==> src/rtl/fog_pkg.sv <==
// Shared types and helpers for the FOG closed-loop core.
//   loop_mode_e   : feedback loop mode (OPEN / CLOSED / HOLD)
//   demod_state_e : per-half demodulator state (WAIT / ACC / DONE)
//   F_MIN         : smallest legal half-period length in clocks
//   sat_add       : signed add clamped to a w-bit two's-complement range
package fog_pkg;

  typedef enum logic [1:0] {
    OPEN   = 2'd0,
    CLOSED = 2'd1,
    HOLD   = 2'd2
  } loop_mode_e;

  typedef enum logic [1:0] {
    WAIT = 2'd0,
    ACC  = 2'd1,
    DONE = 2'd2
  } demod_state_e;

  localparam int unsigned F_MIN = 2;

  // Operands are carried sign-extended in 64 bits; the sum is formed in 65
  // bits so it cannot wrap before being clamped to the w-bit range.
  function automatic logic signed [63:0] sat_add(
    input logic signed [63:0] a,
    input logic signed [63:0] b,
    input int unsigned        w
  );
    logic signed [64:0] s;
    logic signed [64:0] hi;
    logic signed [64:0] lo;
    s  = {a[63], a} + {b[63], b};
    hi = (65'sd1 <<< (w - 1)) - 65'sd1;
    lo = -(65'sd1 <<< (w - 1));
    if (s > hi)      return hi[63:0];
    else if (s < lo) return lo[63:0];
    else             return s[63:0];
  endfunction

endpackage

==> src/rtl/fog_demod_avg.sv <==
// Per-half demodulator: after each restart, waits wait_cfg settle clocks,
// then sums 2^a_cfg signed samples and holds their arithmetic-shift average.
//   clk, rst  : clock, synchronous active-high reset
//   restart   : half-period edge, returns the FSM to the settle window
//   adc       : signed sample, one per clock
//   wait_cfg  : settle clocks (0 skips straight to accumulation)
//   a_cfg     : log2 of the number of samples averaged (already clamped)
//   avg       : average of the most recently completed window
//   vld       : 1 while the current half has a completed average
module fog_demod_avg
  import fog_pkg::*;
#(
  parameter int ADC_BIT      = 14,
  parameter int AVG_MAX_LOG2 = 6,
  parameter int AW           = $clog2(AVG_MAX_LOG2 + 1)
) (
  input  logic                      clk,
  input  logic                      rst,
  input  logic                      restart,
  input  logic signed [ADC_BIT-1:0] adc,
  input  logic [31:0]               wait_cfg,
  input  logic [AW-1:0]             a_cfg,
  output logic signed [ADC_BIT-1:0] avg,
  output logic                      vld
);

  localparam int SW = ADC_BIT + AVG_MAX_LOG2;
  localparam int CW = AVG_MAX_LOG2 + 1;

  demod_state_e         state;
  logic [31:0]          wcnt;
  logic [CW-1:0]        acnt;
  logic [CW-1:0]        acc_last;
  logic signed [SW-1:0] sum;
  logic signed [SW-1:0] sum_n;

  always_comb begin
    sum_n    = sum + SW'(adc);
    acc_last = (CW'(1) << a_cfg) - CW'(1);
  end

  assign vld = (state == DONE);

  always_ff @(posedge clk) begin
    if (rst) begin
      state <= WAIT;
      wcnt  <= '0;
      acnt  <= '0;
      sum   <= '0;
      avg   <= '0;
    end else if (restart) begin
      // A restart mid-window discards the partial sum; the half that was
      // cut short is reported invalid by the caller through vld.
      state <= (wait_cfg == 32'd0) ? ACC : WAIT;
      wcnt  <= '0;
      acnt  <= '0;
      sum   <= '0;
    end else begin
      case (state)
        WAIT: begin
          wcnt <= wcnt + 32'd1;
          if (wcnt == wait_cfg - 32'd1) state <= ACC;
        end
        ACC: begin
          sum  <= sum_n;
          acnt <= acnt + CW'(1);
          if (acnt == acc_last) begin
            state <= DONE;
            avg   <= ADC_BIT'(sum_n >>> a_cfg);
          end
        end
        default: ;
      endcase
    end
  end

endmodule

==> src/rtl/fog_loop_core_v2.sv <==
// Closed-loop FOG core: square-wave bias modulation, per-half demodulation,
// error integration into a feedback step and a wrapping phase ramp.
//   i_clk, i_rst         : clock, synchronous active-high reset
//   i_adc                : signed ADC sample, one per clock
//   i_freq_cnt           : half-period length (min F_MIN), latched per period
//   i_amp_H, i_amp_L     : modulation levels for high / low half
//   i_polarity           : 1 negates the demodulated error
//   i_wait_cnt           : settle clocks after each edge, latched per period
//   i_avg_sel            : log2 samples averaged, clamped, latched per period
//   i_err_offset         : signed offset added to the error
//   i_mode               : 0 OPEN, 1 CLOSED, 2/3 HOLD
//   i_const_step         : step used in OPEN mode
//   i_gain_sel           : error right-shift for step integration
//   i_ramp_gain_sel      : step right-shift for ramp increment
//   o_mod, o_status      : modulation level and half indicator (1 = high)
//   o_err, o_err_vld     : demodulated error and its update pulse
//   o_step               : feedback step
//   o_phase_ramp         : wrapping phase ramp
//   o_ramp_wrap          : pulse when a ramp update crosses the wrap point
//   o_dac                : o_mod + sign-extended ramp, one clock later
//   o_cfg_err            : sticky, a half ended before its average finished
module fog_loop_core_v2
  import fog_pkg::*;
#(
  parameter int ADC_BIT      = 14,
  parameter int OUT_BIT      = 32,
  parameter int RAMP_BIT     = 16,
  parameter int AVG_MAX_LOG2 = 6
) (
  input  logic                      i_clk,
  input  logic                      i_rst,
  input  logic signed [ADC_BIT-1:0] i_adc,
  input  logic [31:0]               i_freq_cnt,
  input  logic signed [OUT_BIT-1:0] i_amp_H,
  input  logic signed [OUT_BIT-1:0] i_amp_L,
  input  logic                      i_polarity,
  input  logic [31:0]               i_wait_cnt,
  input  logic [3:0]                i_avg_sel,
  input  logic signed [OUT_BIT-1:0] i_err_offset,
  input  logic [1:0]                i_mode,
  input  logic signed [OUT_BIT-1:0] i_const_step,
  input  logic [4:0]                i_gain_sel,
  input  logic [4:0]                i_ramp_gain_sel,
  output logic signed [OUT_BIT-1:0] o_mod,
  output logic                      o_status,
  output logic signed [OUT_BIT-1:0] o_err,
  output logic                      o_err_vld,
  output logic signed [OUT_BIT-1:0] o_step,
  output logic [RAMP_BIT-1:0]       o_phase_ramp,
  output logic                      o_ramp_wrap,
  output logic signed [OUT_BIT-1:0] o_dac,
  output logic                      o_cfg_err
);

  localparam int AW = $clog2(AVG_MAX_LOG2 + 1);

  logic                      running;
  logic [31:0]               hcnt;
  logic [31:0]               f_lat;
  logic [31:0]               wait_lat;
  logic [AW-1:0]             a_lat;
  logic                      h_ok;
  logic signed [ADC_BIT-1:0] avg_h;

  logic                      half_edge;
  logic                      period_start;
  logic [31:0]               f_in;
  logic [AW-1:0]             a_in;
  logic [31:0]               wait_cfg;
  logic [AW-1:0]             a_cfg;
  loop_mode_e                mode;

  logic signed [ADC_BIT-1:0] dm_avg;
  logic                      dm_vld;

  logic signed [63:0]        diff_w;
  logic signed [63:0]        err_w;
  logic signed [63:0]        step_w;
  logic signed [63:0]        inc_w;
  logic signed [63:0]        ramp_sum;
  logic                      ramp_cross;

  always_comb begin
    f_in = (i_freq_cnt < 32'(F_MIN)) ? 32'(F_MIN) : i_freq_cnt;
    a_in = ({28'd0, i_avg_sel} > 32'(AVG_MAX_LOG2)) ? AW'(AVG_MAX_LOG2)
                                                      : AW'(i_avg_sel);

    // The very first clock after reset opens a high half without a toggle.
    half_edge    = !running || (hcnt == f_lat - 32'd1);
    period_start = !running || (half_edge && !o_status);

    // On a period start the demodulator must see the values being latched
    // this edge, not the previous period's.
    wait_cfg = period_start ? i_wait_cnt : wait_lat;
    a_cfg    = period_start ? a_in : a_lat;

    case (i_mode)
      2'd0:    mode = OPEN;
      2'd1:    mode = CLOSED;
      default: mode = HOLD;
    endcase

    diff_w = 64'(avg_h) - 64'(dm_avg);
    if (i_polarity) diff_w = -diff_w;
    err_w  = sat_add(diff_w, 64'(i_err_offset), OUT_BIT);
    step_w = sat_add(64'(o_step), 64'(o_err >>> i_gain_sel), OUT_BIT);

    // Ramp is unsigned modulo 2^RAMP_BIT; the increment is signed, so a
    // crossing in either direction shows up as the wide sum leaving range.
    inc_w      = 64'(o_step >>> i_ramp_gain_sel);
    ramp_sum   = 64'($signed({1'b0, o_phase_ramp})) + inc_w;
    ramp_cross = (ramp_sum < 64'sd0) || (ramp_sum >= (64'sd1 <<< RAMP_BIT));
  end

  fog_demod_avg #(
    .ADC_BIT      (ADC_BIT),
    .AVG_MAX_LOG2 (AVG_MAX_LOG2),
    .AW           (AW)
  ) u_demod (
    .clk      (i_clk),
    .rst      (i_rst),
    .restart  (half_edge),
    .adc      (i_adc),
    .wait_cfg (wait_cfg),
    .a_cfg    (a_cfg),
    .avg      (dm_avg),
    .vld      (dm_vld)
  );

  always_ff @(posedge i_clk) begin
    if (i_rst) begin
      running      <= 1'b0;
      hcnt         <= '0;
      f_lat        <= '0;
      wait_lat     <= '0;
      a_lat        <= '0;
      h_ok         <= 1'b0;
      avg_h        <= '0;
      o_mod        <= '0;
      o_status     <= 1'b0;
      o_err        <= '0;
      o_err_vld    <= 1'b0;
      o_step       <= '0;
      o_phase_ramp <= '0;
      o_ramp_wrap  <= 1'b0;
      o_dac        <= '0;
      o_cfg_err    <= 1'b0;
    end else begin
      o_err_vld   <= 1'b0;
      o_ramp_wrap <= 1'b0;

      // Output stage: DAC word from the current modulation and ramp.
      o_dac <= o_mod + OUT_BIT'($signed(o_phase_ramp));

      // Step stage: integrates the error registered on the previous clock.
      case (mode)
        OPEN:    o_step <= i_const_step;
        CLOSED:  if (o_err_vld) o_step <= OUT_BIT'(step_w);
        default: ;
      endcase

      // Modulation / half-period stage.
      if (period_start) begin
        f_lat    <= f_in;
        wait_lat <= i_wait_cnt;
        a_lat    <= a_in;
      end

      if (!running) begin
        running  <= 1'b1;
        hcnt     <= '0;
        o_status <= 1'b1;
        o_mod    <= i_amp_H;
      end else if (half_edge) begin
        hcnt <= '0;
        if (!dm_vld) o_cfg_err <= 1'b1;
        if (o_status) begin
          o_status <= 1'b0;
          o_mod    <= i_amp_L;
          h_ok     <= dm_vld;
          avg_h    <= dm_avg;
        end else begin
          o_status <= 1'b1;
          o_mod    <= i_amp_H;
          if (h_ok && dm_vld) begin
            o_err     <= OUT_BIT'(err_w);
            o_err_vld <= 1'b1;
          end
          if (mode != HOLD) begin
            o_phase_ramp <= RAMP_BIT'(ramp_sum);
            o_ramp_wrap  <= ramp_cross;
          end
        end
      end else begin
        hcnt <= hcnt + 32'd1;
      end
    end
  end

endmodule

==> config.mk <==
export PLATFORM = sky130hd
export DESIGN_NAME = fog_loop_core_v2
export DESIGN_NICKNAME = d
export VERILOG_FILES = /design/src/rtl/fog_pkg.sv /design/src/rtl/fog_demod_avg.sv /design/src/rtl/fog_loop_core_v2.sv
export SDC_FILE = /design/constraint.sdc
export NUM_CORES = 1
export LEC_CHECK = 0
export CAP_MARGIN = 10
export CELL_PAD_IN_SITES_DETAIL_PLACEMENT = 0
export CELL_PAD_IN_SITES_GLOBAL_PLACEMENT = 1
export CORE_MARGIN = 2
export CORE_UTILIZATION = 35
export DETAILED_ROUTE_END_ITERATION = 12
export PLACE_DENSITY = 0.71
export SLEW_MARGIN = 10
export SYNTH_ARGS = -nofsm -noshare
export SYNTH_HDL_FRONTEND = slang
export SYNTH_SLANG_ARGS = --single-unit
==> constraint.sdc <==
create_clock -name i_clk -period 22.2 [get_ports i_clk]
set_input_delay 4.44 -clock i_clk [delete_from_list [all_inputs] [get_ports i_clk]]
set_output_delay 4.44 -clock i_clk [all_outputs]
set_load 0.005 [all_outputs]
# Yosys cells after proc, flatten, opt, wreduce, memory -nomap -nowiden
# Cells that the tools add are included.
dict set report word_totals {
  out_inout_bits 148
  input_bits 225
  register_bits 338
  word_cells 112
}
dict set report classes {
  add_sub_neg 13
  reduce_logical 24
  n_shift 4
  order_cmp 8
  n_mux 25
  n_bitwise 5
  eq_ne 12
}
# operator count
set op_table {}
lappend op_table {{32-bit two-way mux} 10}
lappend op_table {{65-bit by 32-bit > comparator with 1-bit output, second input constant} 2}
lappend op_table {{65-bit by 32-bit < comparator with 1-bit output, second input constant} 2}
lappend op_table {{32-bit by 5-bit >>> shifter with 64-bit output} 2}
lappend op_table {{32-bit by 64-bit adder with 65-bit output} 1}
lappend op_table {{64-bit by 32-bit adder with 65-bit output} 1}
lappend op_table {{17-bit by 64-bit adder with 64-bit output} 1}
lappend op_table {{32-bit by 1-bit adder with 32-bit output, second input constant} 2}
lappend op_table {{32-bit equality test} 2}
lappend op_table {{64-bit by 18-bit greater-or-equal comparator with 1-bit output, second input constant} 1}
lappend op_table {{64-bit by 1-bit < comparator with 1-bit output, second input constant} 1}
lappend op_table {{64-bit two-way mux} 1}
lappend op_table {{15-bit negator with 64-bit output} 1}
lappend op_table {{32-bit one-hot mux with 2 select lines} 1}
lappend op_table {{32-bit by 1-bit subtractor with 32-bit output, second input constant} 2}
lappend op_table {{32-bit by 16-bit adder with 32-bit output} 1}
lappend op_table {{32-bit logical NOT} 1}
lappend op_table {{32-bit by 2-bit < comparator with 1-bit output, second input constant} 1}
lappend op_table {{20-bit by 14-bit adder with 20-bit output} 1}
lappend op_table {{20-bit by 3-bit >>> shifter with 14-bit output} 1}
lappend op_table {{14-bit by 14-bit subtractor with 15-bit output} 1}
lappend op_table {{3-bit AND reduction} 4}
lappend op_table {{2-bit one-hot mux with 2 select lines} 2}
lappend op_table {{4-bit AND reduction} 2}
lappend op_table {{other kinds (25)} 47}

# Logic depth before layout (Yosys ltp)
# Gate-level depths: netlist of the first run.
dict set report depth {
  ltp_word 12
  ltp_mapped 39
  depth_no_buf 36
}

# Modules after synthesis
# A second synthesis of the first run with hierarchy kept.
dict set report unflattened {
  hier_cells 4222
  area_unflattened_um2 30678.2
}
# mod seq_area_each_um2 area_each_um2 n_inst cells_each
set modules_own_cells {}
lappend modules_own_cells {fog_loop_core_v2 5265.0 24621.1 1 3419}
lappend modules_own_cells {fog_demod_avg 1501.4 6057.1 1 803}

# Worst setup path after synthesis of the first run
# Ideal clock, no wire load.
dict set report synth_timing {
  kind {input -> register}
  startpoint {input port i_gain_sel[0]}
  endpoint {register o_step[25]}
  t_required_ns 22.109
  arrival_ns 10.223
  n_path_buf 2
  setup_time_ns 0.091
  slack_ns 11.886
  path_stages 27
  path_cell_list {buf_1 > mux4_2 > mux2_2 > mux2i_1 > mux2i_1 > ha_1 > fa_1 > a21o_1 > a21oi_1 > o21bai_1 > o311ai_0 > o21ai_0 > a21oi_1 > o311a_1 > nor3_1 > o2bb2ai_1 > nor2_1 > nor2b_1 > o21ai_0 > nand2b_1 > fa_1 > nand2_1 > nor3_1 > a21o_1 > clkbuf_1 > o21ai_0 > a311oi_1}
}
dict set report synth_between {
  elab_chain_cells 7
  word_cells_on_any_way 8
  classes_between {add/sub: 1; order compare: 2; shift: 1; mux: 4}
}
# element line
set synth_rtl {}
lappend synth_rtl {{start: declaration} fog_loop_core_v2.sv:42} ;# input logic [4:0] i_gain_sel,
lappend synth_rtl {{32-bit by 5-bit >>> shifter with 64-bit output *} fog_loop_core_v2.sv:106} ;# step_w = sat_add(64'(o_step), 64'(o_err >>> i_gain_sel), OUT_BIT);
lappend synth_rtl {{32-bit by 64-bit adder with 65-bit output *} fog_pkg.sv:32} ;# s = {a[63], a} + {b[63], b};
lappend synth_rtl {{65-bit by 32-bit < comparator with 1-bit output} fog_pkg.sv:36} ;# else if (s < lo) return lo[63:0];
lappend synth_rtl {{32-bit two-way mux} fog_pkg.sv:36}
lappend synth_rtl {{32-bit two-way mux *} fog_pkg.sv:35} ;# if (s > hi) return hi[63:0];
lappend synth_rtl {{32-bit two-way mux *} fog_loop_core_v2.sv:158} ;# CLOSED: if (o_err_vld) o_step <= OUT_BIT'(step_w);
lappend synth_rtl {{32-bit one-hot mux with 2 select lines *} fog_loop_core_v2.sv:156} ;# case (mode)
lappend synth_rtl {{end signal: assignment} fog_loop_core_v2.sv:157} ;# OPEN: o_step <= i_const_step;
lappend synth_rtl {{end signal: assignment} fog_loop_core_v2.sv:158}
lappend synth_rtl {{end: declaration} fog_loop_core_v2.sv:48} ;# output logic signed [OUT_BIT-1:0] o_step,
# Mark *: on every way between the ends. The rest lies on a longest branch, timed or not. The select of a mux whose other input is x is not followed.
# A chain may end at the register's enable or synchronous reset.

# Final worst setup path of the first run
dict set report layout_timing {
  startpoint {input port i_gain_sel[3]}
  endpoint {register o_step[16]}
}
# Same word-level chain as after synthesis.

==> results of run 1 <==
## logic make-up (layout without fill, tap and decap cells)
kind of cell | count (synthesis) | after routing | synth area share (%)
compound gates | 1199 | 1199 | 24.31
simple gates | 1497 | 1497 | 23.46
fa+ha+maj | 205 | 205 | 8.511
xor+xnor | 298 | 298 | 8.511
other cells | 0 | 1 | 0
buf+inv | 383 | 626 | 4.892
flops | 338 | 338 | 21.94
mux | 221 | 221 | 8.373
## worst max-delay path: stages
cell and delay [ps]:
clkdlybuf4s50_1 1040, inv_1 610, mux2i_1 360, mux2i_1 140, ha_1 240, fa_1 410, a21o_1 190, a21oi_1 230
o21bai_1 120, o311ai_0 500, o21ai_0 320, a21oi_1 370, o311a_1 300, nor3_1 100, o2bb2ai_1 170, nor2_1 160
nor2b_1 60, o21ai_0 150, nand2b_1 90, fa_1 510, nand2_1 60, nor3_1 150, a21o_1 880, o311ai_0 310
a31oi_1 230
## state kept, by name, indices dropped and copies added, names as in the netlist
signal         cells
a_lat              3
avg_h             14
f_lat             32
h_ok               1
hcnt              32
o_cfg_err          1
o_dac             32
o_err             32
o_err_vld          1
o_mod             32
o_phase_ramp      16
o_ramp_wrap        1
o_status           1
o_step            32
running            1
u_demod.acnt       7
u_demod.avg       14
u_demod.state      2
u_demod.sum       20
u_demod.wcnt      32
wait_lat          32
## final cells by class
cell class | instances | area [µm²]
flip-flops and latches | 338 | 6766
repair buffers | 407 | 3983
clock inverters | 16 | 262.8
multi-input cells | 3420 | 22660
inverters | 144 | 540.5
well taps | 1155 | 1445
diodes | 1 | 2.502
clock buffers | 59 | 1226
fillers | 9014 | 50140
## worst max path at each step
stage                     cells after the start          to
after detailed placement                     25  o_step[24]
after global placement                       25  o_step[25]
after floorplan                              27  o_step[25]
after CTS                                    25  o_step[24]
after global routing                         30  o_step[25]
final                                        25  o_step[16]
## where the power goes
group	switching, mW	internal [mW]
combinational	0.311	0.226
sequential	0.0319	0.625
clock	0.296	0.447
## cell usage in the layout, fill, tap and decap left out, types with 33 or more instances in the layout
| master | synthesis | final |
|---|---|---|
| nand2_1 | 471 | 470 |
| a21oi_1 | 397 | 396 |
| nor2_1 | 396 | 395 |
| clkdlybuf4s50_1 | 0 | 367 |
| dfxtp_1 | 338 | 338 |
| o21ai_0 | 291 | 291 |
| ha_1 | 197 | 197 |
| xnor2_1 | 179 | 179 |
| mux2i_1 | 159 | 156 |
| inv_1 | 140 | 140 |
| xor2_1 | 118 | 118 |
| nand3_1 | 97 | 97 |
| nor3_1 | 89 | 88 |
| a21o_1 | 74 | 74 |
| or3_1 | 71 | 71 |
| nand4_1 | 53 | 53 |
| a211oi_1 | 50 | 50 |
| nand2b_1 | 50 | 50 |
| nor4_1 | 46 | 45 |
| nor2b_1 | 45 | 43 |
| clkbuf_16 | 0 | 43 |
| o21a_1 | 41 | 41 |
| a31oi_1 | 39 | 39 |
| a22oi_1 | 36 | 36 |
| mux2_2 | 36 | 36 |
| o211ai_1 | 35 | 35 |
| buf_4 | 4 | 34 |
| and3_1 | 34 | 33 |
## metal layers
metal | vias to the layer above | share of wire (%) | global-route usage (%)
met5 | - | 0 | 0
met4 | 0 | 2.8 | 6.930
met3 | 142 | 4.8 | 2.547
met2 | 745 | 46 | 39.01
met1 | 14560 | 46 | 31.82
li1 | 15450 | - | -
## metrics by stage
stage                     setup WS, ps  util (%)  cells  hold slack (ps)
final                            10570     42.38   5540            456.6
after global routing              9886     42.38   5539            481.9
after CTS                        10660     42.38   5539            460.9
after detailed placement         10070     40.67   5464            453.5
after global placement           10190     40.67   5464            447.1
after floorplan                  11890         -   4141            440.0
==> impl_metrics.csv, run 1 <==
group,metric,value,unit
clock_network,post_cts.repair.setup_buffers,0,
synthesis,netlist.area_leader.share,21.94,%
routing,dr.pass1.iters,6,
synthesis,yosysUniqueCellTypes,105,
critical_path,critPathLaunchType,"primary input",
grt,grt_usage,23.44,%
synthesis,yosys_warnings,0,
die,row_count,108,
synthesis,synth_top_cell_by_area,"dfxtp_1",
synthesis,synth_nets,4571,
critical_path,end_kind,"register",
clock_network,numCtsBuffers,42,
critical_path,worstSetupPathType,"in -> reg",
routing,wire_per_inst,19.94,µm
clock_network,htreeDepth,2,
clock_network,clkTransAtPathRegs,60,ps
routing,drt_iter0_drc,2272,
clock_network,cts.sinks,338,
die,die_width,300.9,µm
power,p_leak,14.55,nW
sta,hold_viol,0,
critical_path,cp.arrival,12150,ps
synthesis,syn_area_per_cell,7.448,µm²
grt,grt_overflow,0,
hold_path,hp-class,"reg -> reg",
synthesis,synthArstFlopShare,0,%
synthesis,synthCells,4141,
sta,fin_crit_sh,52.39,%
placement,gp_congestion,0.9161,
synthesis,yosysSeqAreaShare,21.94,%
sta,fmax,85.98,MHz
placement,placed_area,0.03539,mm²
synthesis,synth_ff_type,"dfxtp_1",
routing,via_per_inst,5.577,
critical_path,rrSetupSlack,12340,ps
hold_path,holdPathStages,2,
clock_network,cts_buffer_depth,3,
synthesis,ys_ff_latch,338,
status,status,"complete, no violations",
die,core_area,0.08702,mm²
critical_path,r2r_start,"u_demod.avg[1]",
critical_path,startpoint,"i_gain_sel[3]",
die,chipHeight,300.9,µm
power,power.total,1.937,mW
sta,rsz0062_at_grt,"no",
die,initial_core_util,35.44,%
synthesis,synth_edf_count,0,
routing,drc_errors,0,
cells_and_area,stdcell_area,0.03688,mm²
die,pin_count,373,
sta,fin_crit,11630,ps
cells_and_area,layout-drive-gt1-share,5.452,%
critical_path,r2r_end,"o_err[15]",
clock_network,clk-insertion-delay-late,590,ps
sta,setup_tns,0,ps
sta,setup-violations-final,0,
synthesis,ys_top_cells_by_count,"471 x nand2_1, 397 x a21oi_1, 396 x nor2_1",
routing,wl,110500,µm
die,die_area,0.09051,mm²
grt,grt_start_max_net_pins,178,
critical_path,crit_required,22720,ps
cells_and_area,areaGrowthSynthToFinish,19.59,%
sta,fin_worst_skew,36.42,ps
clock_network,cts_tree,"built",
critical_path,reg2regPathDepth,32,
routing,num_vias,30900,
clock_network,cts_resized,0,
clock_network,cts-root-buf,"clkbuf_16",
sta,max_slew_margin,25.39,%
critical_path,path_max_fanout,31,
hold_path,hold_path_end,"u_demod.sum[12]",
job,drv_cap,0,
synthesis,synth_area,0.03084,mm²
grt,grt_pass1_vias,29200,
sta,tightest_slew,1119,ps
hold_path,hold_start,"u_demod.sum[12]",
routing,ant_nets,0,
sta,report.final.slew_viol_count,0,
grt,grt_first_pass_wirelength,169100,µm
grt,antenna_found_initial,0,
power,vdd_ir_drop_max,91.03,µV
synthesis,ys_top_cells_by_area,"dfxtp_1 22%, ha_1 8.0%, a21oi_1 6.4%",
synthesis,yosysMostFrequentCell,"nand2_1",
power,p_per_area,52.52,mW/mm²
placement,dp_hpwl,84800,µm
clock_network,cts_hold_buf,0,
placement,port_buffers,372,
cells_and_area,nNetsFinal,4783,
Note: power is estimated with default switching activity, not from simulation.
==> run 2, diff against run 1 <==
clock period = 11.82 ns   (was 22.2 ns; I/O delays follow)
==> run 2 against run 1 <==
Net effect: global-route usage about the same; count of clock-buffer cells in the layout grew 2; critical path depth increased by 2; core utilization up 0.066 points; combinational power is 88% higher; non-clock buffer count is 1 lower; register-to-register slack lost 10000 ps; worst setup slack got worse by 8400 ps; largest power group unchanged; highest routed layer unchanged.
==> impl_metrics.csv, run 2 (synthesis gave the netlist of run 1 again) <==
group,metric,value,unit
sta,fin_worst_skew,56.59,ps
power,p_per_area,100.4,mW/mm²
sta,hold_viol,0,
die,die_area,0.09051,mm²
cells_and_area,multi_input_area,0.02265,mm²
grt,grt_first_pass_wirelength,169200,µm
clock_network,cts.sinks,338,
clock_network,cts_buffer_depth,3,
cells_and_area,final_common_cell,"nand2_1",
clock_network,cts-root-buf,"clkbuf_16",
grt,grt_usage,23.45,%
cells_and_area,fillers,9067,
clock_network,cts_tree,"built",
clock_network,numCtsBuffers,44,
die,chipHeight,300.9,µm
routing,num_vias,31160,
sta,tightest_slew,1153,ps
power,power.total,3.709,mW
grt,grt_overflow,0,
grt,antenna_found_initial,1,
critical_path,r2r_start,"avg_h[0]",
routing,wl,110500,µm
die,pin_count,373,
grt,grt_start_max_net_pins,84,
power,p_leak,14.55,nW
die,initial_core_util,35.44,%
cells_and_area,most-common-layout-cells,"470 x nand2_1, 396 x a21oi_1, 395 x nor2_1",
clock_network,clkTransAtPathRegs,60,ps
critical_path,critPathLaunchType,"primary input",
grt,grt_pass1_vias,29350,
sta,setup-violations-final,0,
hold_path,hold_start,"u_demod.sum[12]",
clock_network,cts_resized,0,
hold_path,hp-class,"reg -> reg",
placement,dp_hpwl,85550,µm
critical_path,crit_required,12320,ps
clock_network,clk-insertion-delay-late,600,ps
routing,via_per_inst,5.619,
sta,setup_tns,0,ps
cells_and_area,n_antenna_cell,0,
critical_path,path_max_fanout,31,
sta,max_slew_margin,23.10,%
critical_path,worstSetupPathType,"in -> reg",
cells_and_area,areaGrowthSynthToFinish,19.77,%
cells_and_area,nNetsFinal,4784,
status,status,"complete, no violations",
clock_network,post_cts.repair.setup_buffers,0,
routing,dr.pass1.iters,5,
cells_and_area,seq_area,0.006766,mm²
die,core_area,0.08702,mm²
placement,port_buffers,372,
die,row_count,108,
sta,report.final.slew_viol_count,0,
sta,rsz0062_at_grt,"no",
sta,fin_crit_sh,81.86,%
critical_path,startpoint,"i_gain_sel[0]",
critical_path,cp.arrival,10170,ps
clock_network,cts_hold_buf,0,
sta,fmax,103.4,MHz
job,drv_cap,0,
routing,wire_per_inst,19.92,µm
critical_path,reg2regPathDepth,35,
placement,gp_congestion,0.9108,
sta,finalHoldWorstSlack,459.1,ps
routing,drt_iter0_drc,2106,
routing,drc_errors,0,
sta,fin_crit,9676,ps
cells_and_area,layout-drive-gt1-share,5.558,%
hold_path,holdPathStages,2,
placement,dp_cells,5463,
routing,ant_nets,0,
clock_network,htreeDepth,2,
cells_and_area,final_cells,5545,
die,die_width,300.9,µm
power,vdd_ir_drop_max,95.28,µV
critical_path,end_kind,"register",
## run 2: where the power goes
part           switching [mW]  internal [mW]  total (mW)
Sequential             0.0611           1.17        1.24
Combinational           0.583          0.424        1.01
Clock                   0.584          0.884        1.47
## run 2: worst max-delay path: stages
cell and delay, ps:
clkdlybuf4s50_1 810, buf_4 320, mux4_2 530, mux2_2 290, mux2i_1 190, mux2i_1 140
ha_1 240, fa_1 410, a21o_1 190, a21oi_1 240, o21bai_1 130, o311ai_0 490
o21ai_0 320, a21oi_1 340, o311a_1 270, nor3_1 90, o2bb2ai_1 170, nor2_1 150
nor2b_1 70, o21ai_0 160, nand2b_1 90, fa_1 500, nand2_1 60, nor3_1 140
a21o_1 910, o21ai_0 210, a311oi_1 320
## run 2: path summary, 6_finish.rpt
path                                   endpoint  slack (ps)
worst min-delay path            u_demod.sum[12]         460
worst min register to register  u_demod.sum[12]         460
worst max-delay path                 o_step[25]        2140
worst max register to register        o_err[16]        2160
## run 2: routing by layer
metal | share of wire [%] | vias to the layer above | GRT usage, %
met5 | 0 | - | 0
met4 | 3.6 | 0 | 8.541
met3 | 4.7 | 181 | 2.835
met2 | 47 | 776 | 39.15
met1 | 45 | 14760 | 30.97
li1 | - | 15440 | -
## run 2: through the flow
step / setup WS, ps / cell area (µm²) / utilization (%)
final: 2144 / 36940 / 42.45
after floorplan: 3582 / 30840 / -
after CTS: 2075 / 36940 / 42.45
after global placement: 1770 / 35360 / 40.63
after global routing: 1242 / 36940 / 42.45
after detailed placement: 1666 / 35360 / 40.63
## run 2: layout make-up
class                   count  area share (%)
multi-input cells        3420           61.30
flip-flops and latches    338           18.32
clock buffers              61           3.397
clock inverters            21          0.8806
repair buffers            406           10.73
well taps                1155           3.912
inverters                 144           1.463
==> run 3, diff against run 2 <==
PLACE_DENSITY = 0.74   (was 0.71)
clock period = 8.3 ns   (was 11.82 ns; I/O delays follow)
==> run 3 against run 2 <==
Net effect: critical path depth is 9 higher; worst hold slack got worse by 2.3 ps; highest routed layer unchanged; power up 43%; flip-flop and latch count unchanged; sequential power up 42%; critical path type is now reg -> reg; routed wire length grew 0.20%.
==> impl_metrics.csv, run 3 (synthesis gave the netlist of run 1 again) <==
group,metric,value,unit
critical_path,cpMaxStageDelayCell,"fa_1",
routing,wl_met1,51700,µm
power,p_per_area,141.3,mW/mm²
routing,wl,110700,µm
power,power_frac_seq,33.1,%
hold_path,hp-class,"reg -> reg",
routing,wire_per_inst,19.75,µm
sta,hold_viol,0,
critical_path,slowest_delay,430,ps
routing,via_per_inst,5.583,
die,initial_core_util,35.44,%
critical_path,crit_required,8810,ps
sta,tightest_slew,1075,ps
grt,grt_start_max_net_pins,92,
cells_and_area,n_antenna_cell,0,
grt,antenna_found_initial,3,
placement,pre_cts_slack,91.02,ps
grt,grt_pass1_vias,29620,
clock_network,cts_buffer_depth,3,
grt,grt_overflow,0,
sta,setup_tns,0,ps
routing,drt_iter0_drc,2248,
sta,setup-violations-final,0,
critical_path,rrSetupSlack,470,ps
critical_path,critPathLaunchType,"register",
placement,port_buffers,372,
die,core_area,0.08702,mm²
die,row_count,108,
cells_and_area,nNetsFinal,4846,
power,clockPowerShare,38.9,%
critical_path,path_max_fanout,15,
die,die_area,0.09051,mm²
cells_and_area,areaGrowthSynthToFinish,21.72,%
clock_network,clk-insertion-delay-late,620,ps
cells_and_area,layout-drive-gt1-share,7.417,%
grt,grt_first_pass_wirelength,170300,µm
cells_and_area,stdcell_area,0.03754,mm²
routing,wl_met3,5051,µm
critical_path,startpoint,"u_demod.avg[0]",
routing,num_vias,31290,
clock_network,clkTransAtPathRegs,60,ps
power,vdd_ir_drop_max,139.3,µV
job,drv_cap,0,
die,chipHeight,300.9,µm
power,sw_frac_of_total,33.44,%
clock_network,htreeDepth,2,
cells_and_area,final_cells,5604,
clock_network,cts_tree,"built",
sta,max_slew_margin,28.30,%
critical_path,cp.arrival,8330,ps
status,status,"complete, no violations",
routing,dr_wl_met2,51000,µm
grt,grt_usage,23.48,%
sta,fin_crit_sh,94.31,%
placement,placed_area,0.03575,mm²
sta,layout_setup_ws,472.2,ps
power,p_int,3.531,mW
sta,report.final.slew_viol_count,0,
die,die_width,300.9,µm
placement,dp_hpwl,86090,µm
routing,top_layer,"met4",
routing,ant_nets,0,
routing,dr.pass1.iters,5,
power,p_leak,14.85,nW
sta,fin_crit,7828,ps
sta,fmax,127.8,MHz
die,pin_count,373,
placement,gp_congestion,0.9690,
routing,drc_errors,0,
clock_network,numCtsBuffers,46,
critical_path,worstSetupPathType,"reg -> reg",
clock_network,cts.sinks,338,
hold_path,hold_start,"u_demod.sum[11]",
cells_and_area,final_common_cell,"nand2_1",
cells_and_area,most-common-layout-cells,"470 x nand2_1, 395 x nor2_1, 387 x a21oi_1",
clock_network,cts-root-buf,"clkbuf_16",
critical_path,critPathMostFrequentCell,"a21oi_1",
power,p_switching,1.774,mW
power,comb_power_share,28.0,%
critical_path,r2r_start,"u_demod.avg[0]",
power,power.total,5.306,mW
placement,dp_cells,5512,
critical_path,end_kind,"register",
sta,fin_worst_skew,43.64,ps
run 3: power groups by stage:
| stage | combinational [mW] | clock, mW | sequential [mW] |
|---|---|---|---|
| final | 1.49 | 2.06 | 1.76 |
| after global routing | 1.63 | 2.19 | 1.76 |
| after detailed placement | 1.45 | 0 | 1.79 |
| after CTS | 1.46 | 2.13 | 1.76 |
| after global placement | 1.46 | 0 | 1.79 |
| after floorplan | 0.959 | 0 | 1.75 |
run 3: layer usage:
metal / vias to the layer above / GRT usage, %
li1: 15580 / -
met1: 14750 / 32.35
met2: 814 / 38.93
met3: 138 / 2.258
met4: 0 / 6.432
met5: - / 0
run 3: final timing paths:
| path | to | cells past startpoint |
|---|---|---|
| max | o_err[3] | 36 |
| min | u_demod.sum[11] | 2 |
| max reg2reg | o_err[3] | 36 |
| min reg2reg | u_demod.sum[11] | 2 |
run 3: final cells by class:
type | instances | area, µm²
sequential | 338 | 6766
tap | 1155 | 1445
timing repair buffer | 466 | 4449
inverter | 144 | 540.5
clock buffer | 60 | 1275
clock inverter | 21 | 280.3
fill | 8948 | 49480
multi-input combinational | 3420 | 22780
run 3: what timing repair did:
action | in CTS | in global routing
resized for setup | 0 | 44
setup buffers | 0 | 10
hold buffers | 0 | 0
hold endpoints to repair | 0 | 0
endpoints found under the setup margin | 0 | 31
run 3: stage by stage:
stage | hold WS, ps | utilization, %
after floorplan | 440.0 | -
after global placement | 446.1 | 41.08
after detailed placement | 450.9 | 41.08
after CTS | 459.2 | 42.87
after global routing | 472.4 | 43.14
final | 456.9 | 43.14
run 3: worst max-delay path, delay by kind of cell (launching register included):
family,cells,cell delay [ps]
AO/OA/AOI/OAI,16,2670
AND/OR/NAND/NOR,8,2450
adder cells (fa/ha/maj),4,1220
buffers and inverters,6,770
flip-flops,1,360
XOR/XNOR,2,270
